===== config.mk =====
export PLATFORM = sky130hd
export DESIGN_NAME = uart_tx_fifo
export DESIGN_NICKNAME = d
export VERILOG_FILES = /design/src/rtl/uart_tx_fifo.sv
export SDC_FILE = /design/constraint.sdc
export NUM_CORES = 1
export LEC_CHECK = 0
export CORE_UTILIZATION = 40
export CTS_CLUSTER_SIZE = 24
export DETAILED_ROUTE_END_ITERATION = 10
export PLACE_DENSITY = 0.69
export SLEW_MARGIN = 10
export SYNTH_ARGS = -nofsm -noshare
export SYNTH_HDL_FRONTEND = slang
export SYNTH_SLANG_ARGS = --single-unit

===== constraint.sdc =====
create_clock -name clk -period 2.27 [get_ports clk]
set_input_delay 0.454 -clock clk [delete_from_list [all_inputs] [get_ports clk]]
set_output_delay 0.454 -clock clk [all_outputs]
set_load 0.005 [all_outputs]

===== src/rtl/uart_tx_fifo.sv =====
// rtl/uart_tx_fifo.sv - byte FIFO and drain controller feeding a transmit-only UART
// Host bytes are buffered here and released one per UART write/busy handshake.
module uart_tx_fifo #(
  parameter int DEPTH_LOG2 = 4
) (
  input  logic                  clk,
  input  logic                  reset,
  input  logic                  wr,
  input  logic [7:0]            data,
  input  logic                  flush,
  input  logic                  clr_overflow,
  output logic                  full,
  output logic                  empty,
  output logic [DEPTH_LOG2:0]   count,
  output logic                  overflow,
  output logic                  tx_wr,
  output logic [7:0]            tx_data,
  input  logic                  tx_busy
);

  localparam int DEPTH = 1 << DEPTH_LOG2;
  localparam logic [DEPTH_LOG2:0]   CNT_FULL = {1'b1, {DEPTH_LOG2{1'b0}}};
  localparam logic [DEPTH_LOG2:0]   CNT_ONE  = {{DEPTH_LOG2{1'b0}}, 1'b1};
  localparam logic [DEPTH_LOG2-1:0] PTR_ONE  = {{(DEPTH_LOG2-1){1'b0}}, 1'b1};

  typedef enum logic {IDLE, HOLD} state_t;

  logic [7:0]            mem [DEPTH];
  logic [DEPTH_LOG2-1:0] wr_ptr;
  logic [DEPTH_LOG2-1:0] rd_ptr;
  state_t                state;
  state_t                state_nxt;
  logic                  push;
  logic                  pop;

  // Flags come from the registered count only, so pointer equality never matters.
  assign full  = (count == CNT_FULL);
  assign empty = (count == '0);
  assign push  = wr & ~full & ~flush;

  always_ff @(posedge clk) begin
    if (reset) state <= IDLE;
    else       state <= state_nxt;
  end

  always_comb begin
    state_nxt = state;
    case (state)
      IDLE:    if (pop) state_nxt = HOLD;
      HOLD:    state_nxt = IDLE;
      default: state_nxt = IDLE;
    endcase
  end

  // HOLD masks the cycle before the UART reflects the accepted write on tx_busy.
  always_comb begin
    pop = 1'b0;
    if (state == IDLE) pop = ~empty & ~tx_busy & ~flush;
  end

  always_ff @(posedge clk) begin
    if (push) mem[wr_ptr] <= data;
  end

  always_ff @(posedge clk) begin
    if (reset) begin
      wr_ptr   <= '0;
      rd_ptr   <= '0;
      count    <= '0;
      overflow <= 1'b0;
      tx_wr    <= 1'b0;
      tx_data  <= 8'h00;
    end else begin
      tx_wr <= pop;
      if (pop) tx_data <= mem[rd_ptr];
      if (flush) begin
        wr_ptr <= '0;
        rd_ptr <= '0;
        count  <= '0;
      end else begin
        if (push) wr_ptr <= wr_ptr + PTR_ONE;
        if (pop)  rd_ptr <= rd_ptr + PTR_ONE;
        if (push && !pop)      count <= count + CNT_ONE;
        else if (pop && !push) count <= count - CNT_ONE;
      end
      if (wr && full && !flush) overflow <= 1'b1;
      else if (clr_overflow)    overflow <= 1'b0;
    end
  end

endmodule


==> impl_results.md, run 1 <==
* Status: finished, final reports clean
* Global route overflow at 0
* Cell taking the most area after synthesis: edfxtp_1
* Final WS setup at between 0.03 and 0.04 ns
* Setup WS pre-CTS at -0.472 ns
* EDFF count, synth at between 100 and 150
* Critical Path End Type: register
* Layout cells sized above 1 at 18.4%
* Clk_lat worst skew at 0.42 ns
* Routed Antenna Nets at 0
* Worst Hold Launch: tx_data[5]$_SDFFE_PP0P_
* Core ar. at 14800 sq um
* PwrDens at ~800 nW/um^2
* CP startpoint kind: input pin
* Cell count after placement at 626
* Via-to-Cell Ratio at 5.44
* Area share of the largest cell type after synthesis at between 60% and 70%
* PortBufs at 30
* Leak pwr at 2.41 nW
* Die Wd at 126 um
* Switch Pwr at 1.23 mW
* Setup violators final at 0
* Clock share of power at a little over two fifths
* Worst setup path start: tx_busy
* 1st-iter DRT viols at between 300 and 400
* Clock buffer depth at 2
* Fill cells at 1224
* RePlAce Congestion at 0.829
* Avg Inst Size Synth at approximately 16 sq um
* Post-Syn Nets at 419
* Max-cap violations at 0
* # rows at 44
* Htree depth at 4
* First-pass GRT wire length at 20.1 mm
* Critical Path AT at approximately 2.6 ns
* Worst r2r src: count[3]$_SDFFE_PP0P_
* Synth Instances at 395
* CTS tree: yes
* Synth warn at 0
* Num Clock Sinks at between 150 and 200
* Pins Over Slew Limit at 0
* Logic pwr share at approximately 6.2%
* Top-count cell post-synth: edfxtp_1
* DP HPWL at 8.75 mm
* RSZ-0062 raised after global routing: true
* Ant diodes at 0
* Area contributors post-synth: edfxtp_1 (63%), mux2i_1 (11%), dfxtp_1 (7.8%)
* Most instantiated cells after synthesis: edfxtp_1 (128), mux2i_1 (65), nor2_1 (39), o22ai_1 (30), dfxtp_1 (24)
* Total chip power at 5.94 mW
* Worst-margin pin slew at 0.738 ns
* Placed Area at 6890 sq um
* Endpoints failing hold at 0
* #FFs+latches synth at 152
* Pint at around 4.7 mW
* Total GRT Usage at 17.6%
* WL per Instance at a little under 20 um
* Hold/Removal Path Class: reg -> reg
* Finished Layout Cells at roughly 660
* Root Buffer: clkbuf_16
* Initial antenna violation count at 0
* Finished Cell Area at 7470 sq um
* Final Skew at 0.00785 ns
* Sw frac at between 20 and 25%
* Setup TNS at 0 ns
* Setup Crit Path Kind: in -> reg
* DR vias at around 3600
* TritonRoute pass-1 iters at 5
* Maximum clock rate at between 400 and 500 MHz
* Post-synthesis sequential area ratio at 70.4%
* Post-synth design cell area at 6140 sq um
* Vias in the first global route at 3595
* Layout Nets at 490
* Asr flop ratio synth at 0%
* Residual DRC at 0
* Ports at 31
* CTS clk-pin slew, worst paths at approximately 0.060 ns
* Final core utilization at 50.6%
* CTS buffer count at 17
* Largest net degree at the start of global routing at 24
* Total Wirelength at 13.0 mm
* Die Y at ~130 um
* Worst-path fanout max at 5
* VDD IR max at 0.525 mV
* Sequential fraction of design power at 51.8%
* Cell variety after synth at 43
* Area grow syn2layout at 21.5%
* Starting Density at 41.6%
* Worst endpoint required time at 2.62 ns
* Tcrit/Tclk final at a little over nine tenths
* Post-synth top flop: edfxtp_1
* Slew HR at 50.7%
* Hold slack at 0.502 ns
* Full die area at 15900 sq um
* Crit path time final at 2.23 ns
[cell type report]
| class | instances | area [sq um] | share of cell area, % |
|---|---|---|---|
| Inverter | 6 | 27.5 | 0.369 |
| Tap cell | 184 | 230 | 3.08 |
| Sequential cell | 152 | 4330 | 58.0 |
| Timing Repair Buffer | 72 | 629 | 8.43 |
| Multi-Input combinational cell | 217 | 1730 | 23.2 |
| Clock buffer | 20 | 437 | 5.85 |
| Clock inverter | 11 | 81.3 | 1.09 |
[power groups by stage]
stage | Clock (mW) | Sequential [mW] | Combinational, mW
finish | 2.49 | 3.07 | 0.371
global route | 2.63 | 3.08 | 0.403
CTS | 2.52 | 3.08 | 0.361
detailed placement | 0 | 3.13 | 0.348
global placement | 0 | 3.13 | 0.338
floorplan | 0 | 3.14 | 0.159
[placed cells by master, fill, tap and decap left out, types with 3 or more instances in the layout]
master,instances
nand2_1,6
edfxtp_1,128
clkbuf_1,3
a21oi_1,4
clkbuf_16,17
dfxtp_1,21
ha_1,7
xor2_1,4
clkinv_1,5
buf_4,41
nand3b_1,3
or3b_1,3
inv_1,3
nor4_1,7
clkdlybuf4s50_1,27
nor3_1,5
clkinv_2,3
nor2_1,38
mux2i_1,65
a211oi_1,8
nand3_1,4
xnor2_1,3
o22ai_1,30
[critical path: stages]
cell	delay, ns
clkdlybuf4s50_1	0.43
nor3_2	0.19
a21boi_4	0.25
inv_4	0.05
ha_4	0.17
inv_4	0.09
ha_4	0.20
a21o_1	0.18
a21oi_2	0.13
mux2i_1	0.22
mux2i_1	0.20
[cell families after synthesis]
logic type	Yosys count	share of synthesized area (%)
AOI/OAI and AO/OA	53	6.11
buffers and inverters	26	2.24
and+or+nand+nor	79	6.64
xor gates and xnor gates	8	1.14
DFF	152	70.4
adders and majority gates	10	2.16
muxes	67	11.3
[what timing repair did]
action                                  4_1_cts  5_1_grt
hold buffers                                  0        0
buffers inserted                              3        2
resized for setup                             4        4
pin swaps                                     4        3
endpoints found under the setup margin        4        4
[flip-flops by register name (all words and copies together) (netlist names)]
| name | count |
|---|---|
| mem | 128 |
| state | 1 |
| count | 5 |
| wr_ptr | 4 |
| tx_wr | 1 |
| tx_data | 8 |
| overflow | 1 |
| rd_ptr | 4 |
[path summary, 6_finish.rpt]
kind	end	slack, ns	cells past startpoint
max	count[4]$_SDFFE_PP0P_	0.04	11
min	tx_data[5]$_SDFFE_PP0P_	0.50	2
max reg2reg	count[4]$_SDFFE_PP0P_	0.04	11
min reg2reg	tx_data[5]$_SDFFE_PP0P_	0.50	2
[per-layer routing]
layer | wire length [um] | up-vias | GRT usage (%)
li1 | - | 1662 | -
met1 | 5700 | 1819 | 22.2
met2 | 6390 | 108 | 28.8
met3 | 827 | 9 | 5.61
met4 | 83 | 0 | 5.32
met5 | 0 | - | 0
No activity file was read; power rests on OpenSTA's default activity.
==> run 2: changes to the inputs <==
ABC_CLOCK_PERIOD_IN_PS = 2270   (was not set)
==> results of run 2 <==
Same layout as run 1: the final DEF is identical, and so are final timing and power.
==> run 3: changes to the inputs <==
CORE_MARGIN = 2   (was not set)
MAX_ROUTING_LAYER = met4   (was not set)
==> run 3 against run 2 <==
Sequential power about the same. Clock skew increased by 0.0014 ns. Highest routed layer unchanged. Final cell count increased by 0.91%. Clock power increased by 18%.
==> impl_results.md, run 3 (synthesis gave the netlist of run 1 again) <==
* Status: finished, final reports clean
* Ports at 31 (unchanged)
* Area grow syn2layout at 23.4%
* PortBufs at 30 (unchanged)
* Routed Antenna Nets at 0 (unchanged)
* Worst-margin pin slew at 0.590 ns (-0.148 ns)
* Hold-fix buffer count after cts at 0 (unchanged)
* Hold/Removal Path Class: reg -> reg
* Max Used Layer: met4
* Initial antenna violation count at 0 (unchanged)
* Via-to-Cell Ratio at 5.35 (-1.6%)
* Layout Nets at 491 (+0.20%)
* Setup Crit Path Kind: reg -> out
* First-pass GRT wire length at 19.7 mm (-2.2%)
* Root Buffer: clkbuf_16
* Critical Path End Type: output pin
* Setup WS pre-CTS at -0.490 ns (-0.0177 ns)
* Clock buffer depth at 2 (unchanged)
* Ant diodes at 0 (unchanged)
* 1st-iter DRT viols at 295 (-17%)
* WL per Instance at 18.8 um (-4.1%)
* Endpoints failing hold at 0 (unchanged)
* RePlAce Congestion at 0.792 (-4.5%)
* Global route overflow at 0 (unchanged)
* Die Y at 128 um (+1.6%)
* M1 WL at 5.46 mm (-4.2%)
* Num Clock Sinks at 152 (unchanged)
* RSZ-0062 raised after global routing: true
* Core ar. at 15100 sq um (+2.3%)
* Met3 wire length at 664 um (-20%)
* Total Wirelength at 12.6 mm (-3.2%)
* CP startpoint kind: register
* DR vias at 3573 (-0.69%)
* Full die area at 16400 sq um (+3.2%)
* Most frequent cells in the layout: edfxtp_1 (128), mux2i_1 (65), buf_4 (41), nor2_1 (38), o22ai_1 (30)
* Tcrit/Tclk final at 98.8% (+0.53 points)
* Setup TNS at 0 ns (unchanged)
* Residual DRC at 0 (unchanged)
* CTS tree: yes
* TritonRoute pass-1 iters at 4 (-1)
* Die Wd at 128 um (+1.6%)
* Finished Layout Cells at 668 (+0.91%)
* Most common cell after layout, fill and taps aside: edfxtp_1
* Final WS setup at 0.0279 ns (-0.0120 ns)
* Leak pwr at 2.45 nW (+1.9%)
* Worst endpoint required time at 1.82 ns (-0.80 ns)
* Vias in the first global route at 3649 (+1.5%)
* Slew HR at 60.6% (+9.9 points)
* Maximum clock rate at 446 MHz (-0.54%)
* Hold slack at 0.511 ns (+0.00889 ns)
* Starting Density at 40.7% (-0.93 points)
* Clk_lat worst skew at 0.44 ns (+0.02 ns)
* DR WL met2 at 6.17 mm (-3.4%)
* DP HPWL at 8.27 mm (-5.4%)
* # rows at 45 (+2.3%)
* Max-cap violations at 0 (unchanged)
* Largest registers: mem x128, tx_data x8, count x5
* VDD IR max at 0.592 mV (+13%)
* CTS clk-pin slew, worst paths at 0.07 ns (about the same)
* Biggest register: mem
* Setup violators final at 0 (unchanged)
* Pins Over Slew Limit at 0 (unchanged)
* Total GRT Usage at 17.1% (-0.49 points)
* Critical Path AT at 1.79 ns (-0.79 ns)
* Worst-path fanout max at 4 (-1)
* Max reg flops at 128 (unchanged)
* PwrDens at 841 nW/um^2 (+5.8%)
* CTS buffer count at 17 (unchanged)
* Htree depth at 4 (unchanged)
* Crit path time final at 2.24 ns (+0.0120 ns)
* Final Skew at 0.00927 ns (+0.00143 ns)
* Layout cells sized above 1 at 20.6% (+2.2 points)
* Largest net degree at the start of global routing at 20 (-17%)
* Cell count after placement at 630 (+0.64%)
[run 3: cell count changes in the layout (fill, tap and decap cells not counted), sizes merged]
cell,before,now
bufinv,1,3
clkinvlp,0,2
clkbuf,20,18
inv,7,13
clkinv,9,2
clkdlybuf4s15,1,0
buf,42,44
[run 3: final timing paths]
| kind | start | end | slack, ns | cells after the start |
|---|---|---|---|---|
| setup reg to reg | count[3]$_SDFFE_PP0P_ | count[4]$_SDFFE_PP0P_ | 0.06 | 11 |
| hold / removal | tx_data[3]$_SDFFE_PP0P_ | tx_data[3]$_SDFFE_PP0P_ | 0.51 | 2 |
| setup / recovery | count[3]$_SDFFE_PP0P_ | full | 0.03 | 5 |
| hold reg to reg | tx_data[3]$_SDFFE_PP0P_ | tx_data[3]$_SDFFE_PP0P_ | 0.51 | 2 |
[run 3: layout make-up]
| cell class | instances | area [sq um] |
|---|---|---|
| Clock inverter | 14 | 183 |
| Sequential cell | 152 | 4330 |
| Timing Repair Buffer | 73 | 636 |
| Clock buffer | 18 | 439 |
| Fill cell | 1287 | 7510 |
| Inverter | 6 | 27.5 |
| Multi-Input combinational cell | 217 | 1730 |
| Tap cell | 188 | 235 |
[run 3: critical path, cell delays in order (launching register included)]
cell	delay [ns]
dfxtp_2	0.33
buf_4	0.14
or4_4	0.52
buf_6	0.14
nor2_4	0.10
buf_2	0.12
[run 3: layer usage]
metal  GRT usage [%]  vias up
li1                -     1671
met1            21.2     1788
met2            26.2       90
met3            4.84       24
met4            7.63        0
met5               -        -
[run 3: what timing repair did]
action | in CTS | in global routing
pin swaps | 3 | 4
setup endpoints to repair | 3 | 3
gates resized for setup | 10 | 2
buffers inserted | 4 | 2
cloned | 0 | 0
[run 3: where the power goes]
group / internal (mW) / switching (mW) / leakage (nW)
Clock: 1.78 / 1.15 / 0.301
Sequential: 3.05 / 0.0201 / 1.35
Combinational: 0.182 / 0.182 / 0.803
Total: 5.02 / 1.36 / 2.45
[run 3: stage by stage]
stage          util, %  area (sq um)  power, mW
2_1_floorplan        -          6180       3.30
3_3_place_gp      45.7          6890       3.46
3_5_place_dp      45.7          6890       3.47
4_1_cts           50.1          7560       6.42
5_1_grt           50.2          7580       6.57
6_report          50.2          7580       6.37
